--- src/rtl/joy_pkg.sv ---
// Shared constants and types for the joystick shift-register scanner.
// Also holds the slot-to-bit map that de-scrambles the board wiring order.
package joy_pkg;

    localparam int NSLOTS          = 26;
    localparam int FIRST_DATA_SLOT = 2;
    localparam int NDATA           = 24;

    localparam int BIT_START   = 8;
    localparam int BIT_COIN    = 9;
    localparam int BIT_SERVICE = 10;
    localparam int BIT_RESET   = 11;

    typedef enum logic [1:0] {IDLE, LOAD, SHIFT, COMPARE} state_t;

    typedef struct packed {
        logic       player;
        logic [3:0] bit_idx;
    } slot_map_t;

    // Entry k describes the bit sampled in slot FIRST_DATA_SLOT + k
    localparam slot_map_t SLOT_MAP [NDATA] = '{
        '{1'b0, 4'd8},  '{1'b0, 4'd6},  '{1'b0, 4'd5},  '{1'b0, 4'd4},
        '{1'b0, 4'd3},  '{1'b0, 4'd2},  '{1'b0, 4'd1},  '{1'b0, 4'd0},
        '{1'b1, 4'd8},  '{1'b1, 4'd6},  '{1'b1, 4'd5},  '{1'b1, 4'd4},
        '{1'b1, 4'd3},  '{1'b1, 4'd2},  '{1'b1, 4'd1},  '{1'b1, 4'd0},
        '{1'b1, 4'd10}, '{1'b1, 4'd11}, '{1'b1, 4'd9},  '{1'b1, 4'd7},
        '{1'b0, 4'd10}, '{1'b0, 4'd11}, '{1'b0, 4'd9},  '{1'b0, 4'd7}
    };

    // Capture word layout: [11:0] = player 1, [23:12] = player 2
    function automatic logic [4:0] capture_index(input slot_map_t m);
        return m.player ? 5'(12 + int'(m.bit_idx)) : 5'(m.bit_idx);
    endfunction

endpackage

--- src/rtl/joy_clk_div.sv ---
// Half-period tick generator: one-cycle tick every CLK_DIV enabled cycles.
// Counter is held at zero while disabled so the next run starts aligned.
module joy_clk_div #(
    parameter int CLK_DIV = 16
) (
    input  logic clk,
    input  logic reset,
    input  logic en,
    output logic tick
);

    logic [7:0] div;

    assign tick = en && (div == 8'(CLK_DIV - 1));

    always_ff @(posedge clk) begin
        if (reset || !en)
            div <= '0;
        else if (tick)
            div <= '0;
        else
            div <= div + 8'd1;
    end

endmodule

--- src/rtl/joy_scan_ctrl.sv ---
// Joystick shift-register scanner: drives JOY_CLK/JOY_LOAD via clock enable,
// deserialises 24 bits per frame and publishes only two identical frames in a row.
module joy_scan_ctrl #(
    parameter int CLK_DIV = 16,
    parameter int NSLOTS  = joy_pkg::NSLOTS
) (
    input  logic        clk,
    input  logic        reset,
    input  logic        en,
    input  logic        joy_data,
    output logic        joy_clk,
    output logic        joy_load,
    output logic [11:0] joystick1,
    output logic [11:0] joystick2,
    output logic        frame_valid,
    output logic        frame_err
);

    import joy_pkg::*;

    localparam int SLOT_W = $clog2(NSLOTS + 1);

    state_t            state, state_n;
    logic              tick, rise, slot_end, cnt_en, load_n;
    logic [SLOT_W-1:0] slot;
    logic [23:0]       capture, shadow;
    logic [4:0]        map_idx, cap_idx;

    assign cnt_en = (state == LOAD) || (state == SHIFT);

    joy_clk_div #(.CLK_DIV(CLK_DIV)) u_div (
        .clk   (clk),
        .reset (reset),
        .en    (cnt_en),
        .tick  (tick)
    );

    // joy_clk doubles as the half-slot phase: low half ends in rise, high half in slot_end
    assign rise     = tick && !joy_clk;
    assign slot_end = tick && joy_clk;
    assign map_idx  = 5'(slot - SLOT_W'(FIRST_DATA_SLOT));
    assign cap_idx  = capture_index(SLOT_MAP[map_idx]);

    always_ff @(posedge clk) begin
        if (reset)
            state <= IDLE;
        else
            state <= state_n;
    end

    always_comb begin
        state_n = state;
        load_n  = 1'b1;
        unique case (state)
            IDLE:    if (en) state_n = LOAD;
            LOAD:    if (slot_end) state_n = SHIFT;
            SHIFT:   if (slot_end && slot == SLOT_W'(NSLOTS - 1)) state_n = COMPARE;
            COMPARE: state_n = en ? LOAD : IDLE;
            default: state_n = IDLE;
        endcase
        if (state_n == LOAD)
            load_n = 1'b0;
    end

    always_ff @(posedge clk) begin
        if (reset) begin
            joy_clk     <= 1'b0;
            joy_load    <= 1'b1;
            slot        <= '0;
            capture     <= '1;
            shadow      <= '1;
            joystick1   <= 12'hFFF;
            joystick2   <= 12'hFFF;
            frame_valid <= 1'b0;
            frame_err   <= 1'b0;
        end else begin
            frame_valid <= 1'b0;
            frame_err   <= 1'b0;
            joy_load    <= load_n;

            if (!cnt_en)
                joy_clk <= 1'b0;
            else if (tick)
                joy_clk <= ~joy_clk;

            if (!cnt_en)
                slot <= '0;
            else if (slot_end)
                slot <= slot + SLOT_W'(1);

            // Preset to released so unsampled bits never read as pressed
            if (state_n == LOAD && state != LOAD)
                capture <= '1;
            else if (state == SHIFT && rise && slot >= SLOT_W'(FIRST_DATA_SLOT))
                capture[cap_idx] <= joy_data;

            if (state == COMPARE) begin
                shadow <= capture;
                if (capture == shadow) begin
                    joystick1   <= capture[11:0];
                    joystick2   <= capture[23:12];
                    frame_valid <= 1'b1;
                end else begin
                    frame_err <= 1'b1;
                end
            end
        end
    end

endmodule

--- config.mk ---
export PLATFORM = sky130hd
export DESIGN_NAME = joy_scan_ctrl
export DESIGN_NICKNAME = d
export VERILOG_FILES = /design/src/rtl/joy_pkg.sv /design/src/rtl/joy_clk_div.sv /design/src/rtl/joy_scan_ctrl.sv
export SDC_FILE = /design/constraint.sdc
export NUM_CORES = 1
export LEC_CHECK = 0
export ABC_AREA = 0
export CORE_AREA = 2 2 114 116
export CTS_BUF_LIST = sky130_fd_sc_hd__clkbuf_2 sky130_fd_sc_hd__clkbuf_4 sky130_fd_sc_hd__clkbuf_8
export DETAILED_ROUTE_END_ITERATION = 10
export DIE_AREA = 0 0 116 118
export PLACE_DENSITY_LB_ADDON = 0.2
export SETUP_SLACK_MARGIN = 0.3
export SYNTH_ARGS = -nofsm -noshare
export SYNTH_HDL_FRONTEND = slang
export SYNTH_SLANG_ARGS = --single-unit
--- constraint.sdc ---
create_clock -name clk -period 9.1 [get_ports clk]
set_clock_uncertainty 0.2 [all_clocks]
set_input_delay 1.365 -clock clk [delete_from_list [all_inputs] [get_ports clk]]
set_output_delay 1.365 -clock clk [all_outputs]
set_load 0.05 [all_outputs]
==> results.cfg <==
[run_status]
status = finished, final reports clean

[grt]
overflow = 0
grt_pass1_wl_um = 15200
grt_max_degree = 42
antenna_found_initial = 0
grt_pass1_vias = 3064
grt_util_all_layers = 0.141

[clock_network]
cts_buffers = 9
clk_pin_slew_worst_paths_ps = 100
cts_max_path_buffers = 2
cts_max_level = 3
cts_num_sinks = 91
cts_root_buffer = clkbuf_8
cts_tree = built
cts_resized = 0
worstSkewPairLatency_ps = 380
hold_buffers = 0
cts_setup_buffers = 0

[placed_design]
numPortBuffers = 31
globalplace.congestion = 0.797
hpwl_um = 6330
dp_cells = 649
place_ws_ps = 5210

[final_layout]
syn2layout_area_growth_pct = 15.4
num_antenna_cells = 0
nNetsFinal = 506
final_cell_mix = dfxtp_1 (91), mux2i_1 (66), nand2_1 (60)
regArea_um2 = 1820
fin_cells = 665
multiInputGateArea_um2 = 2300
fillers = 1291
final_common_cell = dfxtp_1
drive_above_1_share = 0.0690

[worst_setup_path]
critPathBufInv = 1
critPathKind = flop to flop
crit_family = compound AO/OA/AOI/OAI gates
crit_slowest_cell = dfxtp_1
critPathRequiredTime_ps = 9180
path_cells = inv_1, ha_1, or3b_1, a31o_2, a21oi_2, nand3_1, o21a_1, a211o_1
endpoint_kind = flop
cpPeakStageDelay_ps = 620
critPathLaunchType = flop
cp.arrival_ps = 3670
crit_path_max_fanout = 14

[run]
max_cap_violations = 0

[synthesis]
seq_area_frac_synth = 0.425
avgSynthCellArea_um2 = 9.23
async_flop_share = 0
syn-num-nets = 482
yosysWarningCount = 0
yosys_register_bits = 91
netlist_area_um2 = 4280
synth_edf_count = 0
ys.flop_type = dfxtp_1
netlist_instances = 464
yosysUniqueCellTypes = 54

[detailed_routing]
final_antenna_net_count = 0
initialDrtViolationCount = 130
routedWlPerCell_um = 13.5
drt_pre_antenna_iters = 4
drt_wl_total_um = 9010
vias = 3186
avgViaCountPerCell = 4.79
drc = 0

[timing]
finalSetupTns_ps = 0
hold_viol = 0
rsz0062_at_grt = false
clock.fmax_ghz = 0.279
setup_violations = 0
fin_crit_ps = 3590
finalCritPeriodShare = 0.394
setup_ws_ps = 5510
max-slew-margin-rel = 0.503
slew_viol_final = 0
worstMarginPinSlew_ps = 743

[floorplan]
rows = 41
ios = 32
fp.dieW_um = 116
dieArea_um2 = 13700
fp.dieH_um = 118
start_util = 0.345
core-area_um2 = 12400

[pwr]
p_per_area_nw_per_um2 = 141
leakage_nw = 1.94
ir_worst_vdd_mv = 0.0552

[worst_hold_path]
min_path_type = flop to flop
==> final cells by class <==
cell class                      count  share of cell area
Multi-Input combinational cell    334               0.466
Sequential cell                    91               0.369
Tap cell                          172              0.0435
Timing Repair Buffer               36              0.0704
Clock buffer                        9              0.0251
Inverter                           16              0.0122
Clock inverter                      7              0.0144
==> path summary, 6_finish.rpt <==
check          startpoint      endpoint  depth (start not counted)  slack (ps)
max               slot[1]   capture[21]                          8        5510
min          u_div.div[0]  u_div.div[0]                          1         250
max reg2reg       slot[1]   capture[21]                          8        5510
min reg2reg  u_div.div[0]  u_div.div[0]                          1         250
==> layer usage <==
layer,vias up,track usage,part of all wire
li1,1638,-,-
met1,1500,0.200,0.52
met2,36,0.205,0.43
met3,12,0.0263,0.023
met4,0,0.0662,0.021
met5,-,0,0
==> synthesized netlist by cell type (2+ instances only) <==
library cell,instances,area [um2]
mux2_2,3,33.8
a211o_1,2,17.5
xor2_1,3,26.3
nand3_1,9,45.0
nand2b_1,4,25.0
mux2i_1,66,661
a31oi_1,6,37.5
and3_1,6,37.5
clkbuf_1,12,45.0
inv_1,15,56.3
nor2_2,2,12.5
nor2_1,48,180
nor2b_1,3,18.8
a22oi_1,2,15.0
and2_1,3,18.8
nor3_1,3,15.0
a211oi_1,6,45.0
o21ai_0,12,60.1
nor4_1,3,18.8
o21a_1,2,15.0
buf_2,6,30.0
buf_1,2,7.51
o31ai_1,2,15.0
a21oi_1,11,55.1
xnor2_1,31,272
ha_1,14,175
nor4bb_1,2,20.0
nand4_1,10,62.6
dfxtp_1,91,1820
a221oi_1,2,17.5
nand2_1,60,225
==> report_power, final <==
part	switching, mW	internal, mW	total [mW]
clock	0.162	0.107	0.269
sequential	0.00105	0.399	0.400
combinational	0.0197	0.00865	0.0283
total	0.183	0.515	0.697
==> state kept, by name (all words and copies together) (netlist names) <==
signal and cells:
joy_load 1, joystick1 12, capture 24, frame_err 1
joystick2 12, shadow 24, joy_clk 1, frame_valid 1
state 2, u_div.div 8, slot 5
==> logic make-up (layout without fill, tap and decap cells) <==
group / count (synthesis) / count (layout) / share of synthesized area
adders and majority gates: 14 / 14 / 0.0409
DFF: 91 / 91 / 0.425
and+or+nand+nor: 163 / 163 / 0.179
xor gates and xnor gates: 34 / 34 / 0.0695
muxes: 70 / 70 / 0.166
AOI/OAI and AO/OA: 53 / 53 / 0.0806
buffers and inverters: 39 / 68 / 0.0388
==> metrics by stage <==
stage	hold WS, ps	utilization	power, mW	area, um2
floorplan	213	-	0.429	4280
global placement	222	0.382	0.438	4750
detailed placement	241	0.382	0.439	4750
CTS	254	0.398	0.708	4940
global route	291	0.398	0.724	4940
finish	251	0.398	0.697	4940
Power figures use the tool's default switching activity.
